## src/rtl/jzjpcc_decode_execute_latch.sv

```systemverilog
// Decode-to-execute pipeline register.
// Tracks instruction validity, honours flush and execute-hold, inserts a
// bubble on a load-use hazard, and forwards results from the memory and
// writeback stages onto the latched source operands.
module jzjpcc_decode_execute_latch #(
  parameter int PC_MAX_B       = 15,
  parameter int FORWARD_ENABLE = 1,
  parameter int BUBBLE_COUNT_W = 16
) (
  input  logic                      clock,
  input  logic                      reset,
  // Decode stage
  input  logic                      dec_valid,
  input  logic [31:0]               dec_immediate,
  input  logic [31:0]               dec_rs1,
  input  logic [31:0]               dec_rs2,
  input  logic [4:0]                dec_rs1Addr,
  input  logic [4:0]                dec_rs2Addr,
  input  logic [4:0]                dec_rdAddr,
  input  logic [PC_MAX_B:2]         dec_currentPC,
  input  logic [2:0]                dec_aluOperation,
  input  logic                      dec_aluMod,
  input  logic [1:0]                dec_aluMuxMode,
  input  logic                      dec_rdWriteEnable,
  input  logic                      dec_memoryRead,
  // Pipeline control
  input  logic                      flush,
  input  logic                      ex_hold,
  // Later stages
  input  logic [4:0]                mem_rdAddr,
  input  logic [4:0]                wb_rdAddr,
  input  logic                      mem_rdWriteEnable,
  input  logic                      wb_rdWriteEnable,
  input  logic [31:0]               mem_rdData,
  input  logic [31:0]               wb_rdData,
  // Outputs
  output logic                      dec_stall,
  output logic                      ex_valid,
  output logic [31:0]               ex_immediate,
  output logic [31:0]               ex_rs1,
  output logic [31:0]               ex_rs2,
  output logic [PC_MAX_B:2]         ex_currentPC,
  output logic [4:0]                ex_rdAddr,
  output logic [2:0]                ex_aluOperation,
  output logic                      ex_aluMod,
  output logic [1:0]                ex_aluMuxMode,
  output logic                      ex_rdWriteEnable,
  output logic                      ex_memoryRead,
  output logic [BUBBLE_COUNT_W-1:0] bubbleCount
);

  // A producing stage matches a source register when it writes a non-zero
  // destination equal to that source; x0 never matches.
  function automatic logic f_reg_match(input logic       we,
                                       input logic [4:0] rd_addr,
                                       input logic [4:0] rs_addr);
    return we & (rd_addr != 5'd0) & (rd_addr == rs_addr);
  endfunction

  // Latched state
  logic                      r_valid;
  logic [31:0]               r_immediate;
  logic [31:0]               r_rs1;
  logic [31:0]               r_rs2;
  logic [4:0]                r_rs1Addr;
  logic [4:0]                r_rs2Addr;
  logic [4:0]                r_rdAddr;
  logic [PC_MAX_B:2]         r_currentPC;
  logic [2:0]                r_aluOperation;
  logic                      r_aluMod;
  logic [1:0]                r_aluMuxMode;
  logic                      r_rdWriteEnable;
  logic                      r_memoryRead;
  logic [BUBBLE_COUNT_W-1:0] r_bubbleCount;

  // Combinational helpers
  logic                      w_loadUse;
  logic [31:0]               w_rs1Capture;
  logic [31:0]               w_rs2Capture;
  logic [31:0]               w_rs1Fwd;
  logic [31:0]               w_rs2Fwd;

  // Load-use hazard: the latched load's destination feeds either source of
  // the decoding instruction. Both sources are compared regardless of
  // whether the instruction actually uses them (false hazards are harmless).
  always_comb begin
    w_loadUse = r_valid & r_memoryRead & dec_valid & (r_rdAddr != 5'd0) &
                ((r_rdAddr == dec_rs1Addr) | (r_rdAddr == dec_rs2Addr));
  end

  // Decode must hold while execute is busy or while a bubble is going in;
  // a flush kills the consumer so no stall is needed then. Reset forces 0.
  always_comb begin
    if (reset) begin
      dec_stall = 1'b0;
    end else begin
      dec_stall = ex_hold | (w_loadUse & ~flush);
    end
  end

  // Write-through of the writeback result into the operand being captured,
  // covering a register-file write in the same cycle as the read.
  always_comb begin
    w_rs1Capture = dec_rs1;
    w_rs2Capture = dec_rs2;
    if (f_reg_match(wb_rdWriteEnable, wb_rdAddr, dec_rs1Addr)) begin
      w_rs1Capture = wb_rdData;
    end else begin
      w_rs1Capture = dec_rs1;
    end
    if (f_reg_match(wb_rdWriteEnable, wb_rdAddr, dec_rs2Addr)) begin
      w_rs2Capture = wb_rdData;
    end else begin
      w_rs2Capture = dec_rs2;
    end
  end

  // Operand forwarding onto the latched operands; memory stage is younger
  // than writeback and therefore wins.
  always_comb begin
    w_rs1Fwd = r_rs1;
    w_rs2Fwd = r_rs2;
    if (FORWARD_ENABLE != 0) begin
      if (f_reg_match(mem_rdWriteEnable, mem_rdAddr, r_rs1Addr)) begin
        w_rs1Fwd = mem_rdData;
      end else if (f_reg_match(wb_rdWriteEnable, wb_rdAddr, r_rs1Addr)) begin
        w_rs1Fwd = wb_rdData;
      end else begin
        w_rs1Fwd = r_rs1;
      end
      if (f_reg_match(mem_rdWriteEnable, mem_rdAddr, r_rs2Addr)) begin
        w_rs2Fwd = mem_rdData;
      end else if (f_reg_match(wb_rdWriteEnable, wb_rdAddr, r_rs2Addr)) begin
        w_rs2Fwd = wb_rdData;
      end else begin
        w_rs2Fwd = r_rs2;
      end
    end else begin
      w_rs1Fwd = r_rs1;
      w_rs2Fwd = r_rs2;
    end
  end

  // Pipeline register update: flush beats hold, hold beats bubble, bubble
  // beats capture. Write-enable and load flags are stored already qualified
  // by validity so they can be driven straight from flops.
  always_ff @(posedge clock or posedge reset) begin
    if (reset) begin
      r_valid         <= 1'b0;
      r_immediate     <= 32'd0;
      r_rs1           <= 32'd0;
      r_rs2           <= 32'd0;
      r_rs1Addr       <= 5'd0;
      r_rs2Addr       <= 5'd0;
      r_rdAddr        <= 5'd0;
      r_currentPC     <= '0;
      r_aluOperation  <= 3'd0;
      r_aluMod        <= 1'b0;
      r_aluMuxMode    <= 2'd0;
      r_rdWriteEnable <= 1'b0;
      r_memoryRead    <= 1'b0;
      r_bubbleCount   <= '0;
    end else if (flush) begin
      r_valid         <= 1'b0;
      r_rdWriteEnable <= 1'b0;
      r_memoryRead    <= 1'b0;
    end else if (ex_hold) begin
      r_valid         <= r_valid;
    end else if (w_loadUse) begin
      r_valid         <= 1'b0;
      r_rdWriteEnable <= 1'b0;
      r_memoryRead    <= 1'b0;
      if (r_bubbleCount != {BUBBLE_COUNT_W{1'b1}}) begin
        r_bubbleCount <= r_bubbleCount + BUBBLE_COUNT_W'(1);
      end else begin
        r_bubbleCount <= r_bubbleCount;
      end
    end else begin
      r_valid         <= dec_valid;
      r_immediate     <= dec_immediate;
      r_rs1           <= w_rs1Capture;
      r_rs2           <= w_rs2Capture;
      r_rs1Addr       <= dec_rs1Addr;
      r_rs2Addr       <= dec_rs2Addr;
      r_rdAddr        <= dec_rdAddr;
      r_currentPC     <= dec_currentPC;
      r_aluOperation  <= dec_aluOperation;
      r_aluMod        <= dec_aluMod;
      r_aluMuxMode    <= dec_aluMuxMode;
      r_rdWriteEnable <= dec_rdWriteEnable & dec_valid;
      r_memoryRead    <= dec_memoryRead & dec_valid;
    end
  end

  // Output drive
  always_comb begin
    ex_valid         = r_valid;
    ex_immediate     = r_immediate;
    ex_rs1           = w_rs1Fwd;
    ex_rs2           = w_rs2Fwd;
    ex_currentPC     = r_currentPC;
    ex_rdAddr        = r_rdAddr;
    ex_aluOperation  = r_aluOperation;
    ex_aluMod        = r_aluMod;
    ex_aluMuxMode    = r_aluMuxMode;
    ex_rdWriteEnable = r_rdWriteEnable;
    ex_memoryRead    = r_memoryRead;
    bubbleCount      = r_bubbleCount;
  end

endmodule

```

## config.mk

```make
export PLATFORM = sky130hd
export DESIGN_NAME = jzjpcc_decode_execute_latch
export DESIGN_NICKNAME = d
export VERILOG_FILES = /design/src/rtl/jzjpcc_decode_execute_latch.sv
export SDC_FILE = /design/constraint.sdc
export NUM_CORES = 1
export LEC_CHECK = 0
export ABC_AREA = 1
export BUFFER_PORTS_ARGS = -buffer_cell sky130_fd_sc_hd__buf_2
export CORE_UTILIZATION = 45
export DETAILED_ROUTE_END_ITERATION = 7
export GPL_TIMING_DRIVEN = 0
export PLACE_DENSITY = 0.74
export SLEW_MARGIN = 20
export SYNTH_ARGS = -nofsm -noshare
export SYNTH_HDL_FRONTEND = slang
export SYNTH_SLANG_ARGS = --single-unit
```

## constraint.sdc

```tcl
create_clock -name clock -period 6.4 [get_ports clock]
set_clock_uncertainty 0.1 [all_clocks]
set_input_delay 1.6 -clock clock [delete_from_list [all_inputs] [get_ports clock]]
set_output_delay 1.6 -clock clock [all_outputs]
set_load 0.02 [all_outputs]
```

== Yosys cells after proc, flatten, opt, wreduce, memory -nomap -nowiden ==
Index checks and enable logic that the tools add are counted.

* Register bits: 150
* Bits of input ports: 214
* Output and inout bits: 141

* Add/subtract/negate cells: 1
* Eq/ne operators: 10
* Muxes and demuxes: 16
* Bitwise operators: 20
* Reduce and logical (&&, ||, !) cells: 5

{| class="wikitable"
|+ Operators by type and width
! operator !! count
|-
| two-way mux 32 bit || 6
|-
| == test 5 bit || 8
|-
| adder 16 x 1 -> 16 bit, second input constant || 1
|-
| inequality test 16 bit, second input constant || 1
|-
| bitwise AND 1 bit || 15
|-
| nonzero test 5 bit || 3
|-
| two-way mux 1 bit || 10
|-
| AND reduction 4 bit || 1
|-
| inverter 1 bit || 3
|-
| AND reduction 3 bit || 1
|-
| inequality test 2 bit, second input constant || 1
|-
| OR 1 bit || 2
|}

== Longest topological paths before layout ==
Gate-level depths: netlist (run 1).

* Word-level depth: 7
* Mapped depth: 12

== Worst setup path after synthesis (run 1) ==
Ideal clock, no wire load.

* Path type: input-to-output
* From: input wb_rdAddr[2]
* To: output ex_rs1[10]
* Arrival time: 2.816 ns
* Slack: 1.884 ns
* Cell stages on the path: 10
* Cell sequence: buf_2 > nor2_1 > nand3b_1 > nand2_1 > nor3_2 > nand2_1 > buf_2 > nand2_1 > nand3_1 > nand2_1

* Cells in the longest elaborated chain, start to end: 5
* Elaborated cells between the ends (all ways): 6

{| class="wikitable"
|+ Ends and longest elaborated chain
! item !! RTL line !! RTL
|-
| start, declared || 31 || <nowiki>input logic [4:0] wb_rdAddr,</nowiki>
|-
| nonzero test 5 bit || 57 || <nowiki>return we & (rd_addr != 5'd0) & (rd_addr == rs_addr);</nowiki>
|-
| bitwise AND 1 bit || 57 ||
|-
| bitwise AND 1 bit * || 57 ||
|-
| two-way mux 32 bit * || 126 || <nowiki>end else if (f_reg_match(wb_rdWriteEnable, wb_rdAddr, r_rs1Addr)) begin</nowiki>
|-
| two-way mux 32 bit * || 124 || <nowiki>if (f_reg_match(mem_rdWriteEnable, mem_rdAddr, r_rs1Addr)) begin</nowiki>
|-
| end, declared || 40 || <nowiki>output logic [31:0] ex_rs1,</nowiki>
|}

Every way passes the cells marked *; elsewhere a longest branch is shown, timed or not.

== Worst setup path after layout (run 1) ==
* From: input wb_rdAddr[2]
* To: output ex_rs2[2]

* Cells in the longest elaborated chain, start to end: 5
* Elaborated cells between the ends (all ways): 6

{| class="wikitable"
|+ Ends and longest elaborated chain
! item !! RTL line !! RTL
|-
| nonzero test 5 bit || 57 ||
|-
| bitwise AND 1 bit || 57 ||
|-
| bitwise AND 1 bit * || 57 ||
|-
| two-way mux 32 bit * || 133 || <nowiki>end else if (f_reg_match(wb_rdWriteEnable, wb_rdAddr, r_rs2Addr)) begin</nowiki>
|-
| two-way mux 32 bit * || 131 || <nowiki>if (f_reg_match(mem_rdWriteEnable, mem_rdAddr, r_rs2Addr)) begin</nowiki>
|-
| end, declared || 41 || <nowiki>output logic [31:0] ex_rs2,</nowiki>
|}

Marked as above.

==> results of run 1 <==
flip-flops by register name (all words and copies together) (netlist names), 2 cells and up:
signal,cells
bubbleCount,16
ex_aluMuxMode,2
ex_aluOperation,3
ex_currentPC,14
ex_immediate,32
ex_rdAddr,5
r_rs1,32
r_rs1Addr,5
r_rs2,32
r_rs2Addr,5
through the flow:
| stage | cell area [sq um] | setup slack [ns] |
|---|---|---|
| detailed placement | 11900 | 1.019 |
| floorplan | 9773 | 0.6636 |
| global placement | 11860 | -1.322 |
| CTS | 12490 | 1.023 |
| global route | 12490 | 0.9002 |
| finish | 12500 | 1.020 |
where the power goes:
part | leakage (uW) | switching [uW] | total (uW) | internal (uW)
logic | 0.00532 | 561 | 846 | 285
clock network | 0.000292 | 491 | 1030 | 536
registers | 0.00189 | 72.9 | 1130 | 1050
total | 0.00750 | 1120 | 3000 | 1880
path summary, 6_finish.rpt:
check / depth (start not counted) / start / endpoint
hold reg to reg: 2 / ex_immediate[28] / ex_immediate[28]
hold / removal: 2 / ex_immediate[28] / ex_immediate[28]
max in group asynchronous: 3 / reset / r_rs2[28]
setup / recovery: 11 / wb_rdAddr[2] / ex_rs2[2]
setup reg to reg: 10 / bubbleCount[0] / bubbleCount[8]
min in group asynchronous: 2 / reset / ex_rdAddr[4]
logic make-up after synthesis:
group,synth area share (%)
and+or+nand+nor,46.64
buffers and inverters,10.22
DFF,38.41
xor gates and xnor gates,4.122
AOI/OAI and AO/OA,0.4865
adders and majority gates,0.1280
critical path, stage by stage:
cell and delay [ns]:
sky130_fd_sc_hd__buf_2 0.18, sky130_fd_sc_hd__nor2_1 0.07, sky130_fd_sc_hd__nand3b_1 0.08, sky130_fd_sc_hd__nand2_1 0.17, sky130_fd_sc_hd__nor3_2 0.52, sky130_fd_sc_hd__nand2_1 0.32, sky130_fd_sc_hd__buf_2 0.29, sky130_fd_sc_hd__nand2_1 0.09
sky130_fd_sc_hd__nand3_1 0.11, sky130_fd_sc_hd__nand2_1 0.09, sky130_fd_sc_hd__buf_2 0.16
layer usage:
metal | track usage [%] | vias up | share of wire (%)
li1 | - | 5488 | -
met2 | 53.50 | 546 | 48
met5 | 0 | - | 0.064
met1 | 40.30 | 5192 | 40
met4 | 13.21 | 4 | 3.1
met3 | 7.095 | 81 | 8.6
final cells by class:
class	count	area [sq um]
diodes	3	7.507
plain buffers	105	525.5
clock buffers	18	439.2
clock inverters	14	150.1
fillers	2087	8658
inverters	126	480.5
multi-input cells	1123	5021
flip-flops and latches	150	3754
well taps	275	344.1
repair buffers	350	1774
cell usage after synthesis:
master | n | share of area [%]
sky130_fd_sc_hd__ha_1 | 1 | 0.13
sky130_fd_sc_hd__buf_6 | 10 | 1.2
sky130_fd_sc_hd__xnor2_1 | 26 | 2.3
sky130_fd_sc_hd__nand3b_1 | 1 | 0.077
sky130_fd_sc_hd__inv_2 | 1 | 0.038
sky130_fd_sc_hd__nand4_2 | 1 | 0.13
sky130_fd_sc_hd__o21ai_0 | 6 | 0.31
sky130_fd_sc_hd__inv_1 | 125 | 4.8
sky130_fd_sc_hd__xor2_1 | 20 | 1.8
sky130_fd_sc_hd__o21bai_1 | 1 | 0.077
sky130_fd_sc_hd__dfrtp_1 | 150 | 38
sky130_fd_sc_hd__clkbuf_1 | 42 | 1.6
sky130_fd_sc_hd__nor3_1 | 3 | 0.15
sky130_fd_sc_hd__nand3_1 | 276 | 14
sky130_fd_sc_hd__nand3_2 | 1 | 0.10
sky130_fd_sc_hd__nor2_1 | 36 | 1.4
sky130_fd_sc_hd__nor3_2 | 2 | 0.20
sky130_fd_sc_hd__a21oi_1 | 2 | 0.10
sky130_fd_sc_hd__nand4_1 | 67 | 4.3
sky130_fd_sc_hd__nand2_1 | 678 | 26
sky130_fd_sc_hd__buf_1 | 8 | 0.31
sky130_fd_sc_hd__nand2_2 | 2 | 0.13
sky130_fd_sc_hd__buf_2 | 45 | 2.3
layout by cell type (no fill, tap or decap), types with 7 or more instances in the layout:
cell type	instances
sky130_fd_sc_hd__nand4_1	67
sky130_fd_sc_hd__nand3_1	276
sky130_fd_sc_hd__xor2_1	20
sky130_fd_sc_hd__buf_2	394
sky130_fd_sc_hd__inv_6	7
sky130_fd_sc_hd__buf_6	10
sky130_fd_sc_hd__clkbuf_16	17
sky130_fd_sc_hd__nand2_1	678
sky130_fd_sc_hd__dfrtp_1	150
sky130_fd_sc_hd__buf_1	8
sky130_fd_sc_hd__nor2_1	36
sky130_fd_sc_hd__clkbuf_1	42
sky130_fd_sc_hd__xnor2_1	26
sky130_fd_sc_hd__inv_1	124
==> results.tsv, run 1 <==
metric	value	unit
outcome	finished, final reports clean	
grt_first_pass_wirelength	55.21	mm
placed_cells_incl_taps	2129	
drtAntennaViolNets	0	
design.final.nets	2088	
grt_max_degree	98	
global_route.usage.total	32.20	%
hold_slack	0.3727	ns
post_cts.repair.setup_buffers	0	
worstMarginPinSlew	0.7368	ns
first_global_vias	10580	
yosys_register_bits	150	
clock_latency	0.43	ns
syn_nets	1719	
final_critical_delay_including_setup_and_external_delays	5.380	ns
unrepaired_setup_endpoints_after_global_routing	false	
synth_area_per_cell	6.498	sq um
ff2ff_setup_slack	4.21	ns
synth.lib_cells_used.distinct	23	
cp-start-kind	input port	
cellLeakagePower	0.007502	uW
initial_antenna_violation_count	5	
dp_hpwl	27.24	mm
cts.repair.resized	0	
hold_path_class	reg2reg	
synth-seq-area-share	38.41	%
detailroute.via_count	11311	
core.rowCount	53	
final_util	59.07	%
cap_viol_max_count	0	
die_area	22310	sq um
post-layout-total-power	3000	uW
place.gp.congestion	0.9349	
timing.final.max_slew_violations	0	
ios	355	
clk_pin_slew_worst_paths	0.07	ns
final_layout_size_suffix_gt1_share	23.59	%
tns	0	ns
required	4.70	ns
initial_core_util	46.20	%
ys.warnings.count	0	
portBuffers	349	
routed_via_density	5.227	
synth_area	9773	sq um
fmax	0.1859	GHz
detailed_routing_iteration_count_for_the_pre_antenna_repair_pass	6	
cp.arrival	3.68	ns
endpoint_kind	output port	
drt_first_iter_violations	722	
report.final.setup_viol	0	
grt_overflow	0	
hold_viol	0	
areaGrowthSynthToFinish	27.86	%
power.density_cell_area	240.1	nW/um^2
coreArea	21150	sq um
critical_path_fanouts_max	10	
layout.cells.non_filler	2164	
final_min_period_over_clock_period	84.06	%
synth_cells	1504	
cts.root.buffer_cell	sky130_fd_sc_hd__clkbuf_16	
route.detailed.drc	0	
cts_inserted_buffers	17	
cts.htree.levels	4	
cts_hold_repair.buffers	0	
slew-limit-headroom	50.70	%
setup.worst_path.class	in2out	
drt-total-wl	35.75	mm
die_x	149.4	microns
drt-wirelength-per-cell	16.52	microns
clock-sinks	150	
irDropWorstVdd	0.0001736	V
cts_tree	done	
die_height	149.4	microns
clk_path_buf_depth	2	
No activity file was read; power rests on OpenSTA's default activity.
==> run 2: changes to the inputs <==
--- a/config.mk
+++ b/config.mk
@@ -5,12 +5,12 @@
 export SDC_FILE = /design/constraint.sdc
 export NUM_CORES = 1
 export LEC_CHECK = 0
-export ABC_AREA = 1
+export ABC_AREA = 0
 export BUFFER_PORTS_ARGS = -buffer_cell sky130_fd_sc_hd__buf_2
 export CORE_UTILIZATION = 45
 export DETAILED_ROUTE_END_ITERATION = 7
 export GPL_TIMING_DRIVEN = 0
-export PLACE_DENSITY = 0.74
+export PLACE_DENSITY = 0.76
 export SLEW_MARGIN = 20
 export SYNTH_ARGS = -nofsm -noshare
 export SYNTH_HDL_FRONTEND = slang
==> constraint.sdc (replaced) <==
create_clock -name clock -period 5.2 [get_ports clock]
set_clock_uncertainty 0.1 [all_clocks]
set_input_delay 1.3 -clock clock [delete_from_list [all_inputs] [get_ports clock]]
set_output_delay 1.3 -clock clock [all_outputs]
set_load 0.02 [all_outputs]
==> results.tsv, run 2 <==
metric	value	unit	change
synth-adder-area-share	0.1497	%	+0.022 points
initial_core_util	46.22	%	about the same
crit_buf_inv	3		unchanged
cp.arrival	3.63	ns	-0.05 ns
final_common_cell	sky130_fd_sc_hd__buf_2		
power_frac_clock	34.8	%	+0.6 points
final_min_period_over_clock_period	96.75	%	
highest_count_cells_in_the_layout_ignoring_fill_and_taps	sky130_fd_sc_hd__buf_2 (363), sky130_fd_sc_hd__mux2_2 (183), sky130_fd_sc_hd__dfrtp_1 (150)		
globalRouteMet2Util	45.22	%	-8.3 points
grt_use_met1	30.97	%	-9.3 points
hold_viol	0		unchanged
worstPathCellList	clkbuf_1, xnor2_1, nand3_1, nor4_2, buf_4, mux2i_1, o21ai_0, buf_2		
clk_path_buf_depth	2		unchanged
clock_latency	0.42	ns	about the same
die_area	19130	sq um	-14%
drt-wirelength-per-cell	18.45	microns	+12%
dp_hpwl	19.38	mm	-29%
cts_hold_repair.buffers	0		unchanged
combPwrFrac	26.1	%	-2.1 points
pre_cts_slack	0.1149	ns	-0.9046 ns
most_instantiated_library_cell_after_synthesis	sky130_fd_sc_hd__mux2_2		
synth-seq-area-share	44.90	%	+6.5 points
core.rowCount	49		-7.5%
clock-sinks	150		unchanged
synth_xor_xnor_area_share	5.763	%	+1.6 points
ff2ff_setup_slack	2.60	ns	-1.61 ns
sw_frac_of_total	30.82	%	-6.7 points
grt_most_used_layer	met2		
cell_at_the_slowest_stage_of_the_critical_path	sky130_fd_sc_hd__nor4_2		
pwr-share-seq	39.1	%	+1.5 points
yosys_register_bits	150		unchanged
portBuffers	349		unchanged
timing.final.max_slew_violations	0		unchanged
syn_nets	929		-46%
cp-start-kind	input port		
report.final.setup_viol	0		unchanged
worstMarginPinSlew	0.8633	ns	+0.1265 ns
synth_area_per_cell	11.71	sq um	+80%
drtAntennaViolNets	0		unchanged
ys_top_cells_by_area	sky130_fd_sc_hd__dfrtp_1 (45%), sky130_fd_sc_hd__mux2_2 (25%), sky130_fd_sc_hd__mux2i_1 (7.7%)		
detailroute.via_count	7010		-38%
setup.worst_path.class	in2out		
slew-limit-headroom	41.96	%	-8.7 points
initial_antenna_violation_count	6		+1
ys.flop_type	sky130_fd_sc_hd__dfrtp_1		
areaGrowthSynthToFinish	33.05	%	
synth_edf_count	0		unchanged
required	3.80	ns	-0.90 ns
cts.repair.resized	0		unchanged
ios	355		unchanged
outcome	finished with violations		
power.density_cell_area	325.6	nW/um^2	+36%
fmax	0.1988	GHz	
synth_area	8359	sq um	-14%
cp_top_family	simple AND/OR/NAND/NOR gates		
endpoint_kind	output port		
synth_cells	714		-53%
drt-total-wl	24.63	mm	-31%
cts_tree	done		
netlist.top_cell.by_area	sky130_fd_sc_hd__dfrtp_1		
final_setup_slack_of_the_worst_path	0.1692	ns	-0.8507 ns
cts_inserted_buffers	17		unchanged
post_cts.repair.setup_buffers	0		unchanged
postPlaceCellArea	10500	sq um	-12%
cts.htree.levels	4		unchanged
final_layout_size_suffix_gt1_share	54.73	%	+31 points
grt_max_degree	33		-66%
ys.warnings.count	0		unchanged
synth_compound_area_share	4.924	%	+4.4 points
proportion_of_synthesized_area_in_mux_cells	34.07	%	+34 points
routed_via_density	5.251		+0.46%
clk_pin_slew_worst_paths	0.06	ns	about the same
tns	0	ns	unchanged
place.gp.congestion	0.8616		-7.8%
irDropWorstVdd	0.0002168	V	+25%
failed_checks	DRC		
async_set_or_reset_register_ratio_after_synthesis	100.0	%	unchanged
die_x	138.3	microns	-7.4%
cts.root.buffer_cell	sky130_fd_sc_hd__clkbuf_16		
first_global_vias	7356		-30%
hold_slack	0.3899	ns	+0.01712 ns
synth_top_family_by_area	multiplexers		
unrepaired_setup_endpoints_after_global_routing	false		
cellLeakagePower	0.005012	uW	-33%
final_critical_delay_including_setup_and_external_delays	5.031	ns	
synth.lib_cells_used.distinct	35		+52%
detailed_routing_iteration_count_for_the_pre_antenna_repair_pass	7		+1
drt_first_iter_violations	241		-67%
post-layout-total-power	3622	uW	+21%
grt_first_pass_wirelength	38.72	mm	-30%
route.detailed.drc	100		+100
post-synth-top-area-fraction	44.90	%	+6.5 points
critical_path_fanouts_max	10		unchanged
fillCellCount	1492		-29%
hold_path_class	reg2reg		
netSwitchingPower	1116	uW	-0.72%
post_synth_and_or_nand_nor_area_fraction	7.080	%	-40 points
crit_path_max_cell_delay	0.76	ns	+0.24 ns
coreArea	18090	sq um	-15%
global_route.usage.total	26.12	%	-6.1 points
die_height	138.3	microns	-7.4%
internal_power	2505	uW	+34%
grt_overflow	0		unchanged
grtUsageMet3	5.992	%	-1.1 points
design.final.nets	1303		-38%
synth_top_cells_by_count	sky130_fd_sc_hd__mux2_2 (183), sky130_fd_sc_hd__dfrtp_1 (150), sky130_fd_sc_hd__nand2_1 (72)		
cap_viol_max_count	0		unchanged
design_area_final	11120	sq um	-11%
==> run 2: changes by cell type after synthesis, sizes merged, moves of 62 or more <==
cell | previous run | this run
mux2 | 0 | 196
nand4 | 68 | 6
mux2i | 0 | 64
o21ai | 6 | 68
nand3 | 277 | 8
inv | 126 | 2
nand2 | 680 | 72
==> run 2: kinds of logic after synthesis <==
logic type,after synthesis
xor gates and xnor gates,55
adders and majority gates,1
buffers and inverters,48
DFF,150
and+or+nand+nor,124
muxes,260
AOI/OAI and AO/OA,76
==> run 2: power groups by stage <==
stage | Sequential, uW | Combinational, uW | Clock (uW)
finish | 1410 | 946 | 1260
global route | 1430 | 1020 | 1340
CTS | 1410 | 951 | 1290
detailed placement | 1430 | 949 | 0
global placement | 1420 | 920 | 0
floorplan | 1500 | 505 | 0
==> run 2: per-layer routing <==
metal | vias to the layer above | wire length (microns)
met5 | - | 11
li1 | 3295 | -
met3 | 48 | 1509
met2 | 278 | 12540
met4 | 2 | 730
met1 | 3387 | 9844
==> run 2: worst paths after layout <==
| path | endpoint | depth (start not counted) | start |
|---|---|---|---|
| setup / recovery | ex_rs1[18] | 8 | wb_rdAddr[0] |
| hold / removal | ex_currentPC[15] | 1 | ex_currentPC[15] |
| setup reg to reg | ex_immediate[0] | 6 | ex_rdAddr[0] |
| hold reg to reg | ex_currentPC[15] | 1 | ex_currentPC[15] |
| max in group asynchronous | r_rs1[31] | 4 | reset |
| min in group asynchronous | bubbleCount[9] | 2 | reset |
==> run 2: cell type report <==
type,count,area [sq um],share of cell area (%)
Clock inverter,11,150.1,1.350
Clock buffer,20,446.7,4.016
Multi-Input combinational cell,516,4367,39.26
Sequential cell,150,3754,33.75
Antenna cell,6,15.01,0.1350
Buffer,46,252.7,2.272
Tap cell,229,286.5,2.576
Timing Repair Buffer,355,1839,16.54
Inverter,2,11.26,0.1012
==> run 2: through the flow <==
stage                     utilization (%)  std cells
after CTS                           61.36       1329
after floorplan                         -        714
after global routing                61.47       1333
after detailed placement            58.06       1298
after global placement              57.48       1292
final                               61.49       1335
==> run 2: worst register-to-register path, cell delays in order (launching register included) <==
cell	delay (ns)
sky130_fd_sc_hd__dfrtp_1	0.45
sky130_fd_sc_hd__xor2_1	0.19
sky130_fd_sc_hd__nor3_1	0.19
sky130_fd_sc_hd__a22oi_1	0.13
sky130_fd_sc_hd__o21ai_1	0.38
sky130_fd_sc_hd__clkbuf_1	0.63
sky130_fd_sc_hd__mux2_2	0.41
